[src/rtl/rf_write_arbiter.sv]
// rf_write_arbiter
// Shares the single write port of the 8x16 register file between CPU
// writeback (req0) and an auxiliary loader (req1). Ties between the two
// requesters are broken round-robin. An optional clear sweep zeroes every
// register after reset or when sw_clear is pulsed.
//
// Build option: define RF_CLEAR_EN to compile in the CLEAR sweep and sw_clear.
// Without it the block is permanently in RUN, sw_clear is ignored and busy is 0.
//
// Ports:
//   clk, rst_n                      clock, asynchronous active-low reset
//   reqN_valid/addr/data            requester N write request (N = 0, 1)
//   reqN_ready                      combinational accept, high only for the grantee
//   sw_clear                        single-cycle pulse requesting a clear sweep
//   rf_we, rf_wa, rf_wd             registered register-file write port
//   grant_id                        source of the current rf_we cycle (0 during clear)
//   busy                            high while a clear sweep is in progress
module rf_write_arbiter #(
  parameter int unsigned DW = 16,
  parameter int unsigned AW = 3
) (
  input  logic          clk,
  input  logic          rst_n,
  input  logic          req0_valid,
  input  logic [AW-1:0] req0_addr,
  input  logic [DW-1:0] req0_data,
  output logic          req0_ready,
  input  logic          req1_valid,
  input  logic [AW-1:0] req1_addr,
  input  logic [DW-1:0] req1_data,
  output logic          req1_ready,
  input  logic          sw_clear,
  output logic          rf_we,
  output logic [AW-1:0] rf_wa,
  output logic [DW-1:0] rf_wd,
  output logic          grant_id,
  output logic          busy
);

  logic          pri;         // index that wins when both requesters are valid
  logic          clearing_c;  // sweep owns the write port this cycle
  logic [AW-1:0] clr_idx_c;   // sweep address for this cycle
  logic          gnt_c;       // granted index
  logic          xfer_c;      // a request is accepted on the next edge

`ifdef RF_CLEAR_EN
  typedef enum logic {
    ST_RUN   = 1'b0,
    ST_CLEAR = 1'b1
  } state_t;

  state_t        state;
  logic [AW-1:0] clr_idx;

  // Sweep sequencer: walks clr_idx over every register, then hands over to RUN.
  // sw_clear is only honoured in RUN, so a sweep in progress never restarts.
  always_ff @(posedge clk or negedge rst_n) begin
    if (!rst_n) begin
      state   <= ST_CLEAR;
      clr_idx <= '0;
    end else if (state == ST_CLEAR) begin
      clr_idx <= clr_idx + AW'(1);
      if (&clr_idx) state <= ST_RUN;
    end else if (sw_clear) begin
      state <= ST_CLEAR;
    end
  end

  assign clearing_c = (state == ST_CLEAR);
  assign clr_idx_c  = clr_idx;
  assign busy       = clearing_c;
`else
  logic unused_sw_clear;

  assign unused_sw_clear = sw_clear;
  assign clearing_c      = 1'b0;
  assign clr_idx_c       = '0;
  assign busy            = 1'b0;
`endif

  // Grant: a lone requester wins outright; on a tie the pointer decides.
  always_comb begin
    gnt_c  = req1_valid;
    if (req0_valid && req1_valid) gnt_c = pri;
    xfer_c = !clearing_c && (req0_valid || req1_valid);
  end

  assign req0_ready = xfer_c && !gnt_c;
  assign req1_ready = xfer_c &&  gnt_c;

  // Registered write port. A transfer accepted in the same cycle as sw_clear
  // still issues here; the sweep follows on the next cycle.
  always_ff @(posedge clk or negedge rst_n) begin
    if (!rst_n) begin
      rf_we    <= 1'b0;
      rf_wa    <= '0;
      rf_wd    <= '0;
      grant_id <= 1'b0;
      pri      <= 1'b0;
    end else if (clearing_c) begin
      rf_we    <= 1'b1;
      rf_wa    <= clr_idx_c;
      rf_wd    <= '0;
      grant_id <= 1'b0;
    end else begin
      rf_we <= xfer_c;
      if (xfer_c) begin
        rf_wa    <= gnt_c ? req1_addr : req0_addr;
        rf_wd    <= gnt_c ? req1_data : req0_data;
        grant_id <= gnt_c;
        pri      <= !gnt_c;
      end
    end
  end

endmodule

[config.mk]
export PLATFORM = sky130hd
export DESIGN_NAME = rf_write_arbiter
export DESIGN_NICKNAME = d
export VERILOG_FILES = /design/src/rtl/rf_write_arbiter.sv
export SDC_FILE = /design/constraint.sdc
export NUM_CORES = 1
export LEC_CHECK = 0
export CAP_MARGIN = 20
export CORE_MARGIN = 2
export CORE_UTILIZATION = 38
export DETAILED_ROUTE_END_ITERATION = 10
export GPL_TIMING_DRIVEN = 0
export PLACE_DENSITY = 0.84
export SLEW_MARGIN = 15
export SYNTH_ARGS = -nofsm -noshare
export SYNTH_HDL_FRONTEND = slang
export SYNTH_SLANG_ARGS = --single-unit
export TNS_END_PERCENT = 20
[constraint.sdc]
create_clock -name clk -period 1.2 [get_ports clk]
set_input_delay 0.24 -clock clk [delete_from_list [all_inputs] [get_ports clk]]
set_output_delay 0.24 -clock clk [all_outputs]
set_load 0.05 [all_outputs]
# [Word-level counts from Yosys, hierarchy flattened]
# Cells that the tools add are included.
[word_totals] ff_bits=22 inputBits=43 output_inout_bits=24 wordCells=13
[op_classes] muxes=3 reduce_logical=5
[ops] op="16-bit 2-to-1 mux" n=1
[ops] op="1-bit logical AND" n=3
[ops] op="3-bit 2-to-1 mux" n=1
[ops] op="1-bit zero test" n=1
[ops] op="1-bit logical OR" n=1
[ops] op="1-bit 2-to-1 mux" n=1

# [Logic depth before layout (Yosys ltp)]
# Gate-level depths: netlist of the first run.
[depth] depth_word=4 ltp_mapped=4 mapped_depth_nobuf=3

# [Least setup slack after synthesis of the first run]
# Ideal clock, no wire load.
[synth_timing] path_type="input to output" start="in req0_valid" end="out req0_ready" t_arrival_ns=1.258 slack_ns=-0.298 cell_stages=3 cell_sequence="buf_6 > buf_6 > a21boi_1"
[synth_via] elab_chain_cells=4
[synth_lines] item="start: declaration" line_no="24" rtl="input logic req0_valid,"
[synth_lines] item="1-bit logical AND" line_no="84" rtl="if (req0_valid && req1_valid) gnt_c = pri;"
[synth_lines] item="1-bit 2-to-1 mux" line_no="84"
[synth_lines] item="1-bit zero test" line_no="88" rtl="assign req0_ready = xfer_c && !gnt_c;"
[synth_lines] item="1-bit logical AND *" line_no="88"
[synth_lines] item="end: declaration" line_no="27" rtl="output logic req0_ready,"
# Every way passes the cells marked *; elsewhere a longest branch is shown, timed or not.

# [Worst setup path in the final report of the first run]
[layout_timing] start="reg pri" end="out req1_ready"
[layout_via] elab_chain_cells=2
[layout_lines] item="start: declaration" line_no="40" rtl="logic pri;"
[layout_lines] item="start signal: assignment" line_no="111" rtl="pri <= !gnt_c;"
[layout_lines] item="1-bit 2-to-1 mux" line_no="84"
[layout_lines] item="1-bit logical AND" line_no="89" rtl="assign req1_ready = xfer_c && gnt_c;"
[layout_lines] item="end: declaration" line_no="31" rtl="output logic req1_ready,"
# No other way between the ends.

==> run summary, run 1 <==
DRC errors left - 0
CTS tree - yes
Sw Ratio - 0.3536
Endpoints failing hold - 0
Net count, final - 219
Sequential element share of the synthesized area - 0.4651
Status - finished with violations
Via Count - 1,145
Reg clk slew, reported paths - 0.13 ns
Initial antenna violation count - 0
Antenna Nets Post-Route - 0
Avg Cell Area, Syn - 11.84 µm²
Commonest non-fill, non-tap cell in the layout - clkdlybuf4s50_1
Startpoint types - register
Setup TNS - -3.548 ns
P_leak - 0.0008863 µW
Power Total - 2594 µW
Synthesized instance count - 100
Post-route worst setup slack - -0.2754 ns
H-tree lvl count - 1
I/O Buffers - 64
WL per Instance - 17.73 µm
First-pass GRT wire length - 5816 µm
Commonest cells after routing, fill and taps aside - clkdlybuf4s50_1 (38), nor2b_1 (19), a211o_1 (19)
Chip Height - 59.81 µm
Largest fanout on the critical path - 2
Area grow syn2layout - 72.09%
Failing checks - negative setup slack
Critical path required time - 0.96 ns
Worst reg-to-reg path cell count - 5
GRT Overall Usage - 0.2208
Pins Over Slew Limit - 0
CTS Sinks - 22
Pwr dens - 1274 nW/µm²
Total CTS buffers - 3
Clock group share of total power - 0.230
Share of layout cells above drive strength 1 - 0.3771
Seq cells post-synth - 22
CP Capture Point - req1_ready
Fmax - 0.6778 GHz
Register area - 555.5 µm²
Fill count - 251
Routed via count divided by cell count - 5.505
Initial Util - 0.3942
Drt pass-1 iters - 4
Num rows - 20
Net Count, Synth - 143
Total I/O pin count - 67
Worst Skew - 0.001767 ns
Initial DRC Count - 44
Combinational power share - 0.424
Synthesis Warnings - 0
Root Buffer Master - clkbuf_4
Largest net degree at the start of global routing - 23
RSZ-0062 raised after global routing - true
Final Cycle Share - 1.229
CP Data Arrival Time - 1.24 ns
Unique cell type count in the Yosys netlist - 17
Final HPWL DP - 2613 µm
Final number of setup-violating endpoints - 28
Clock Latency Late Sink - 0.33 ns
Clock tree buffer depth - 2
Flop2flop setup slack - -0.15 ns
Worst R2R End - rf_wa[0]
CP Capture Type - primary output
Area of the multi-input gates - 555.5 µm²
Ant. Diodes - 0
Die area - 3577 µm²
GPL Wtd Cong - 0.7612
Cell area after synthesis - 1184 µm²
Total length of routed wires - 3687 µm
Seq pwr share - 0.346
Min-Delay Path Class - input port to register
VDD IR-drop max - 0.6455 mV
Worst slack at placement - -1.223 ns
# Max-Cap Violations - 0
Pint - 1677 µW
Gr ovfl total - 0
Sw Pwr - 917.3 µW
Hold Crit Depth - 4
Placeable core area - 3003 µm²
CP Class - register to primary output
R2R Path Start - pri
Min Tclk post-route - 1.475 ns
Vias in the first global route - 1,225
CP Launch Point - pri
Die extent in x - 59.81 µm
worst min-delay path by stage:
stage	from	to	slack, ns
2_1_floorplan	rst_n	grant_id	-0.06
3_3_place_gp	grant_id	grant_id	0.51
3_5_place_dp	grant_id	grant_id	0.51
4_1_cts	rst_n	rf_wd[14]	0.22
5_1_grt	rst_n	rf_wd[15]	0.52
6_report	req0_valid	rf_wd[15]	0.48
final cells by class:
type / count / area share
buffer: 11 / 0.05651
timing repair buffer: 71 / 0.3464
tap: 33 / 0.02027
inverter: 3 / 0.005528
clock inverter: 1 / 0.01474
sequential: 22 / 0.2727
multi-input combinational: 64 / 0.2727
clock buffer: 3 / 0.01106
flip-flops by register name (all words and copies together), names as in the netlist:
| signal | flops |
|---|---|
| rf_wd | 16 |
| rf_wa | 3 |
| grant_id | 1 |
| pri | 1 |
| rf_we | 1 |
cell families after synthesis:
logic type,after synthesis,share of synthesized area
AO/OA/AOI/OAI,41,0.3362
buffers and inverters,14,0.08139
flip-flops,22,0.4651
other,1,0.003168
AND/OR/NAND/NOR,22,0.1142
synthesized netlist by cell type, drive strengths merged:
library cell | n | area (µm²)
a211o | 19 | 166.4
a21boi | 1 | 7.510
buf | 9 | 77.57
clkbuf | 2 | 7.510
conb | 1 | 3.750
dfrtp | 22 | 550.5
inv | 3 | 11.26
nand2 | 1 | 3.750
nand2b | 1 | 6.260
nor2b | 19 | 118.9
o21ai | 2 | 10.01
o221a | 19 | 214.0
or2 | 1 | 6.260
worst max-delay path, cell delays in order (launching register included):
cell	delay (ns)
dfrtp_1	0.41
nand2b_4	0.16
nand2_4	0.06
buf_6	0.10
inv_2	0.03
buf_8	0.14
layer usage:
metal	vias up	global-route usage	routed length (µm)
li1	537	-	-
met1	547	0.2503	1476
met2	54	0.4068	1855
met3	7	0.04329	283
met4	0	0.07619	71
met5	-	0	0
stage by stage:
step                cell area, µm²  utilization  instances  hold slack [ns]
finish                        2037       0.6783        208           0.4815
global route                  2037       0.6783        208           0.5159
CTS                           1999       0.6658        205           0.2194
detailed placement            1874       0.6242        197           0.5121
global placement              1874       0.6242        197           0.5060
floorplan                     1192            -        100         -0.05559
what timing repair did:
action                     in CTS  in global routing
resized for setup             118                 36
setup endpoints to repair      46                 38
hold buffers                    0                  1
pin swaps                       2                  0
buffers inserted                4                  1
hold endpoints to repair        0                  7
power by group through the flow:
stage	clock (µW)	sequential, µW	combinational, µW
finish	598	897	1100
global route	623	910	1160
CTS	607	890	1070
detailed placement	0	902	1040
global placement	0	898	1020
floorplan	0	1220	302
Note: power is estimated with default switching activity, not from simulation.
==> inputs of run 2 (changes only) <==
--- a/config.mk
+++ b/config.mk
@@ -6,6 +6,7 @@
 export NUM_CORES = 1
 export LEC_CHECK = 0
 export CAP_MARGIN = 20
+export CORE_ASPECT_RATIO = 0.7
 export CORE_MARGIN = 2
 export CORE_UTILIZATION = 38
 export DETAILED_ROUTE_END_ITERATION = 10
==> run 2 against run 1 <==
The run still ends with negative setup slack left. Utilization up 0.96 points. Die area increased by 0.20%. Clock skew up 0.00074 ns. Largest power group unchanged. Critical path depth unchanged. Worst setup slack improved by 0.099 ns. Via count increased by 3.1%.
==> run summary, run 2 (synthesized netlist as in run 1, its figures left out) <==
Min Tclk post-route - 1.376 ns
Die extent in x - 70.71 µm
Root Buffer Master - clkbuf_8
CP Data Arrival Time - 1.14 ns
Reg clk slew, reported paths - 0.09 ns
Final core utilization - 0.6879
Clock Latency Late Sink - 0.27 ns
CP Capture Type - primary output
Worst slack at placement - -1.244 ns
CTS Sinks - 22
Num rows - 16
Commonest non-fill, non-tap cell in the layout - clkdlybuf4s50_1
H-tree lvl count - 1
Pwr dens - 1257 nW/µm²
Slew Limit Headroom - 0.5984
Top flop regs - rf_wd (16), rf_wa (3)
VDD IR-drop max - 0.7986 mV
DRC errors left - 0
P_leak - 0.0008663 µW
Worst Skew - 0.002507 ns
Fmax - 0.7266 GHz
Clock tree buffer depth - 2
Routed via count divided by cell count - 5.592
Pins Over Slew Limit - 0
Fill count - 223
Initial DRC Count - 52
Commonest cells after routing, fill and taps aside - clkdlybuf4s50_1 (38), nor2b_1 (19), a211o_1 (19)
GRT Overall Usage - 0.2132
Placeable core area - 2883 µm²
Slowest-stage cell, CP - dfrtp_1
Net count, final - 219
RSZ-0062 raised after global routing - true
Min-Delay Path Class - input port to async pin
Drt pass-1 iters - 4
Vias in the first global route - 1,189
Status - finished with violations
Via Count - 1,180
First-pass GRT wire length - 5927 µm
Initial Util - 0.4106
Final HPWL DP - 2633 µm
Flop2flop setup slack - -0.11 ns
Area grow syn2layout - 67.55%
GPL Wtd Cong - 0.7880
Design area - 1983 µm²
Total I/O pin count - 67
Share of layout cells above drive strength 1 - 0.3829
Ant. Diodes - 0
Chip Height - 50.70 µm
Critical path required time - 0.96 ns
Failing checks - negative setup slack
Placed insts - 200
I/O Buffers - 64
Gr ovfl total - 0
Setup TNS - -2.315 ns
Antenna Nets Post-Route - 0
# Max-Cap Violations - 0
Layout Cells excl Fill - 211
Slowest stage delay, CP - 0.39 ns
CP Launch Point - pri
Largest net degree at the start of global routing - 23
Max reg flops - 16
Startpoint types - register
Total length of routed wires - 3881 µm
Post-placement cell area - 1878 µm²
Final number of setup-violating endpoints - 28
CP Class - register to primary output
Endpoints failing hold - 0
Largest fanout on the critical path - 2
Slew @ Worst Pin - 0.6024 ns
Post-route worst setup slack - -0.1762 ns
WL per Instance - 18.39 µm
Largest Register - rf_wd
Final Cycle Share - 1.147
CP cell instances - nand2b_4 > nand2_4 > buf_6 > inv_2 > buf_8
Total CTS buffers - 3
CTS tree - yes
Die area - 3584 µm²
Initial antenna violation count - 0
R2R Path Start - pri
-- run 2: timing repair --
| action | 4_1_cts | 5_1_grt |
|---|---|---|
| endpoints found under the setup margin | 48 | 33 |
| gates cloned | 0 | 0 |
| resized for setup | 112 | 13 |
| buffers inserted | 4 | 2 |
| pin swaps | 1 | 0 |
| hold buffers | 0 | 0 |
-- run 2: cell type report --
class	instances	area, µm²	area share
clock buffer	4	55.05	0.02776
inverter	3	11.26	0.005678
tap	36	45.04	0.02271
timing repair buffer	71	645.6	0.3256
buffer	11	115.1	0.05804
sequential	22	555.5	0.2801
multi-input combinational	64	555.5	0.2801
-- run 2: worst max-delay path: cells and delay by family (launching register included) --
kind | cells | cell delay, ns
simple gates | 2 | 0.22
flops | 1 | 0.39
buf+inv | 3 | 0.27
-- run 2: per-stage QoR --
step	power, µW	hold WS [ns]
CTS	2491	0.2772
floorplan	1520	-0.05559
global placement	1921	0.5205
finish	2493	0.08024
detailed placement	1943	0.5360
global route	2587	0.1238
-- run 2: worst paths after layout --
check	end	depth (start not counted)
worst min register to register	grant_id	2
worst max register to register	rf_wd[7]	5
worst min-delay path	rf_wd[15]	1
min in group clk	grant_id	4
max in group asynchronous	rf_wd[5]	2
worst max-delay path	req1_ready	5
-- run 2: per-layer routing --
layer / global-route usage / routed length (µm) / vias to the layer above
met5: 0 / 0 / -
met1: 0.2797 / 1709 / 595
met2: 0.3645 / 1918 / 46
met4: 0.03459 / 17 / 0
met3: 0.05221 / 236 / 2
li1: - / - / 537
-- run 2: report_power, final --
part           switching, µW  internal [µW]
sequential              43.9            838
combinational            610            448
clock                    261            293
==> inputs of run 3 (changes only) <==
--- a/config.mk
+++ b/config.mk
@@ -6,12 +6,11 @@
 export NUM_CORES = 1
 export LEC_CHECK = 0
 export CAP_MARGIN = 20
-export CORE_ASPECT_RATIO = 0.7
+export CORE_ASPECT_RATIO = 0.9
 export CORE_MARGIN = 2
-export CORE_UTILIZATION = 38
+export CORE_UTILIZATION = 30
 export DETAILED_ROUTE_END_ITERATION = 10
-export GPL_TIMING_DRIVEN = 0
-export PLACE_DENSITY = 0.84
+export PLACE_DENSITY = 0.69
 export SLEW_MARGIN = 15
 export SYNTH_ARGS = -nofsm -noshare
 export SYNTH_HDL_FRONTEND = slang
==> run 3 against run 2 <==
The run still ends with negative setup slack left. Combinational power up 32%. Cell count up 3.8%. Worst hold slack better by 0.23 ns. Die area up 25%. Worst setup slack better by 0.011 ns. First-iteration DRC count up 83%. Non-clock buffer count down 2. Sequential cell count unchanged. Sequential share of layout area down 5.0 points. Power up 22%. Utilization down 4.6 points. Critical path type unchanged.
==> run summary, run 3 (synthesized netlist as in run 1, its figures left out) <==
Status - finished with violations
Failing checks - negative setup slack
Largest net degree at the start of global routing - 23
Routed via count divided by cell count - 5.320
Via Count - 1,165
Max reg flops - 16
Min Tclk post-route - 1.365 ns
DRC errors left - 0
Placeable core area - 3757 µm²
Antenna Nets Post-Route - 0
Fill count - 280
Register area - 555.5 µm²
Flop2flop setup slack - -0.03 ns
Worst R2R End - rf_wd[14]
# Max-Cap Violations - 0
R2R Path Start - pri
H-tree lvl count - 1
Layout Cells excl Fill - 219
Total CTS buffers - 3
Clock Latency Late Sink - 0.27 ns
CP Class - register to primary output
CP Data Arrival Time - 1.13 ns
Pwr dens - 1259 nW/µm²
First-pass GRT wire length - 6085 µm
Area of the multi-input gates - 659.4 µm²
Final number of setup-violating endpoints - 6
Initial DRC Count - 95
Reg clk slew, reported paths - 0.08 ns
GPL Wtd Cong - 0.7566
CTS Sinks - 22
Total length of routed wires - 3804 µm
Ant. Diodes - 0
Worst Skew - 0.004832 ns
GRT Overall Usage - 0.1750
Vias in the first global route - 1,226
Chip Height - 63.59 µm
Root Buffer Master - clkbuf_8
Endpoints failing hold - 0
Initial Util - 0.3150
Die extent in x - 70.21 µm
Total I/O pin count - 67
CP Capture Type - primary output
P_leak - 0.001028 µW
Die area - 4465 µm²
Power Total - 3038 µW
Gr ovfl total - 0
Placed insts - 212
Fmax - 0.7326 GHz
RSZ-0062 raised after global routing - true
I/O Buffers - 64
Clock tree buffer depth - 2
Critical path required time - 0.96 ns
Min-Delay Path Class - input port to async pin
CP Launch Point - pri
Pins Over Slew Limit - 0
Share of layout cells above drive strength 1 - 0.3757
Worst reg-to-reg path cell count - 5
Startpoint types - register
Net count, final - 217
Final core utilization - 0.6420
Final Cycle Share - 1.138
Post-route worst setup slack - -0.1650 ns
Num rows - 21
Commonest cells after routing, fill and taps aside - clkdlybuf4s50_1 (39), buf_12 (24), nor2b_1 (19), a211o_1 (19), dfrtp_1 (18)
WL per Instance - 17.37 µm
CTS tree - yes
Initial antenna violation count - 0
VDD IR-drop max - 0.7716 mV
Largest fanout on the critical path - 2
Top flop regs - rf_wd (16), rf_wa (3)
Largest Register - rf_wd
Commonest non-fill, non-tap cell in the layout - clkdlybuf4s50_1
Drt pass-1 iters - 4
Final HPWL DP - 2574 µm
Area grow syn2layout - 103.8%
run 3: critical path, cell delays in order (launching register included):
cell      delay (ns)
dfrtp_1         0.41
buf_6           0.13
a21boi_4        0.16
buf_12          0.15
run 3: cell type report:
class	count	share of cell area
clock buffer	3	0.01712
clock inverter	1	0.01245
inverter	3	0.005705
multi-input combinational	64	0.2733
sequential	22	0.2303
tap	46	0.02386
timing repair buffer	80	0.4372
run 3: what timing repair did:
| action | 4_1_cts | 5_1_grt |
|---|---|---|
| resized for setup | 23 | 5 |
| gates cloned | 1 | 0 |
| hold buffers | 0 | 0 |
| pin swaps | 3 | 15 |
| endpoints found under the setup margin | 21 | 21 |
| buffers inserted | 2 | 0 |
run 3: how the worst max path moves through the flow:
stage | slack, ns | to
3_5_place_dp | -0.44 | rf_wa[0]
2_1_floorplan | -0.03 | rf_wa[1]
6_report | -0.17 | req0_ready
4_1_cts | -0.17 | req0_ready
5_1_grt | -0.21 | req0_ready
3_3_place_gp | -0.38 | rf_wa[1]
run 3: per-stage QoR:
step | instance area [µm²] | setup slack, ns | hold slack (ns) | TNS (ns)
6_report | 2412 | -0.1650 | 0.3119 | -0.3985
5_1_grt | 2412 | -0.2123 | 0.3164 | -1.243
4_1_cts | 2385 | -0.1670 | 0.3107 | -0.3892
3_5_place_dp | 2146 | -0.4397 | 0.5497 | -8.744
3_3_place_gp | 2146 | -0.3772 | 0.5523 | -7.695
2_1_floorplan | 1192 | -0.02848 | -0.05559 | -0.3989
run 3: routing by layer:
| layer | GRT usage | vias to the layer above | routed length [µm] | part of all wire |
|---|---|---|---|---|
| met5 | 0 | - | 0 | 0 |
| li1 | - | 535 | - | - |
| met2 | 0.2833 | 61 | 1841 | 0.48 |
| met3 | 0.05920 | 6 | 375 | 0.099 |
| met4 | 0.04087 | 0 | 40 | 0.011 |
| met1 | 0.2260 | 563 | 1547 | 0.41 |
run 3: power by group:
| group | internal [µW] | switching, µW |
|---|---|---|
| combinational | 763 | 635 |
| sequential | 839 | 100 |
| clock | 446 | 254 |
==> variant, RTL diff (config.mk and constraints of run 2) <==
The parameter `AW` goes from 3 to 4.
--- a/src/rtl/rf_write_arbiter.sv
+++ b/src/rtl/rf_write_arbiter.sv
@@ -19,3 +19,3 @@
   parameter int unsigned DW = 16,
-  parameter int unsigned AW = 3
+  parameter int unsigned AW = 4
 ) (
Interface: changed (resized req0_addr, req1_addr and rf_wa); port bits go from 67 to 70. The function was not compared with the original's and may differ.
==> variant against run 2 <==
  * The flow still finishes with violations (setup timing)
  * Non-clock buffer count is 6 higher
  * Total power increased by 7.2%
  * First-iteration DRC count rose by 54%
  * Synthesized area is 4.9% higher
  * Utilization is 3.4 points higher
  * Wire length increased by 18%
  * Sequential cell count is 1 higher
  * Combinational power rose by 20%
  * Synthesized cell count is 4.0% higher
  * Hold slack gained 430 ps
  * Cell area is 14% higher
  * Final cell count up 5.7%
  * Global-route usage is 1.5 points higher
  * Worst setup slack lost 82 ps
==> variant: results (changes against run 2) <==
Status
The run finished, with violations left. The final reports fail on setup timing.

STA
The number of endpoints failing setup at the final stage was 30 (+7.1%). The normalized max-slew margin is 62.3% (+2.4 points). The clock skew after layout came to 5.55 ps (+3.04 ps). The final critical-path setup slack was -258 ps (-82.0 ps).

Global routing
The number of global-route vias before repair is 1163 (-2.2%). The global-route usage over all layers is 22.8% (+1.5 points). The met3 usage is 5.81% (+0.59 points).

The met1 usage in global routing is 30.3% (+2.3 points). The pin count of the biggest net entering global routing is 24 (+4.3%). The global-route wire length before repair is 6.34 mm (+7.0%). The met2 demand-to-capacity share in global routing is 37.3% (+0.86 points).

Final layout
The layout net count is 231 (+5.5%). The share of cells above drive strength 1 is 41.1% (+2.8 points). The count of inserted antenna diode cells is 0 (unchanged). The filler cell count is 202 (-9.4%).

Detailed routing
The total wire length was 4.59 mm (+18%). The violation count after the first detailed-routing iteration came to 80 (+54%). The vias after detailed routing came to 1250 (+5.9%).

Placement
The placer's final routability congestion estimate is 0.768 (-2.6%). The number of port buffers came to 67 (+4.7%). The HPWL after detailed placement is 2.84 mm (+7.8%). The worst slack after detailed placement was -1350 ps (-101 ps).

Worst setup path
The highest net fanout along the worst path came to 2 (unchanged).

Synthesis
Counting instances in the post-synthesis netlist gives the leading cell types as dfrtp_1, a211o_1, o221a_2. For this run, the leading register cell type out of synthesis is dfrtp_1. The post-synthesis sequential area ratio came to 46.4% (-0.14 points).

The number of distinct standard cells referenced by the synthesized netlist is 16 (-1). By area the synthesized netlist is led by dfrtp_1, o221a_2, a211o_1.

Power and ir drop
The maximum ir drop on the vdd rail is 625 uV (-22%).

Clock tree
The largest buffer count on any clock path was 2 (unchanged).
[variant: changes by cell type after synthesis, moves of 2 or more]
cell,run 2,this run
o21ai_1,2,0
o21ai_0,0,2
o221a_1,5,0
o221a_2,14,20
[variant: kinds of logic after synthesis]
family | count (synthesis) | synth area share, %
buf+inv | 14 | 7.76
other cells | 1 | 0.302
simple gates | 23 | 11.9
flops | 23 | 46.4
compound gates | 43 | 33.7
[variant: cell type report]
type	instances	area [sq um]	area share, %
repair buffers	77	759	33.6
clock inverters	1	5.00	0.222
multi-input cells	67	688	30.5
well taps	38	47.5	2.11
plain buffers	11	124	5.48
clock buffers	3	41.3	1.83
flip-flops and latches	23	578	25.6
inverters	3	15.0	0.665
[variant: final timing paths]
check	to	slack, ps	depth (start not counted)
max in group asynchronous	rf_wd[3]	280	2
min in group clk	grant_id	530	2
worst max-delay path	req1_ready	-260	5
worst min-delay path	rf_wa[1]	510	2
worst min register to register	grant_id	530	2
worst max register to register	rf_wd[0]	-150	5
[variant: timing repair]
item / CTS / global route
endpoints found under the hold margin: 0 / 23
endpoints found under the setup margin: 70 / 32
gates cloned: 0 / 3
hold buffers: 0 / 1
gates resized for setup: 121 / 22
buffers inserted: 5 / 2
pin swaps: 1 / 2
[variant: where the power goes]
part | switching [W] | internal [W]
Sequential | 0.0000485 | 0.000875
Clock | 0.000251 | 0.000232
Combinational | 0.000695 | 0.000570
[variant: metrics by stage]
step	cells	setup TNS [ps]	hold WS (ps)	area (sq um)
2_1_floorplan	104	-514	-55.6	1260
3_3_place_gp	209	-24960	511	1980
3_5_place_dp	209	-26550	534	1980
4_1_cts	218	-1790	302	2040
5_1_grt	223	-3860	554	2260
6_report	223	-3000	514	2260
[variant: worst max-delay path, stage by stage (launching register included)]
cell and delay [ps]:
dfrtp_1 390, nand2b_4 160, nand2_4 70, buf_8 110, clkinvlp_4 80, buf_8 150
[variant: per-layer routing]
metal	part of all wire (%)	vias up	routed length [um]
li1	-	567	-
met1	43	624	1950
met2	49	55	2250
met3	6.9	4	316
met4	1.5	0	68
met5	0	-	0
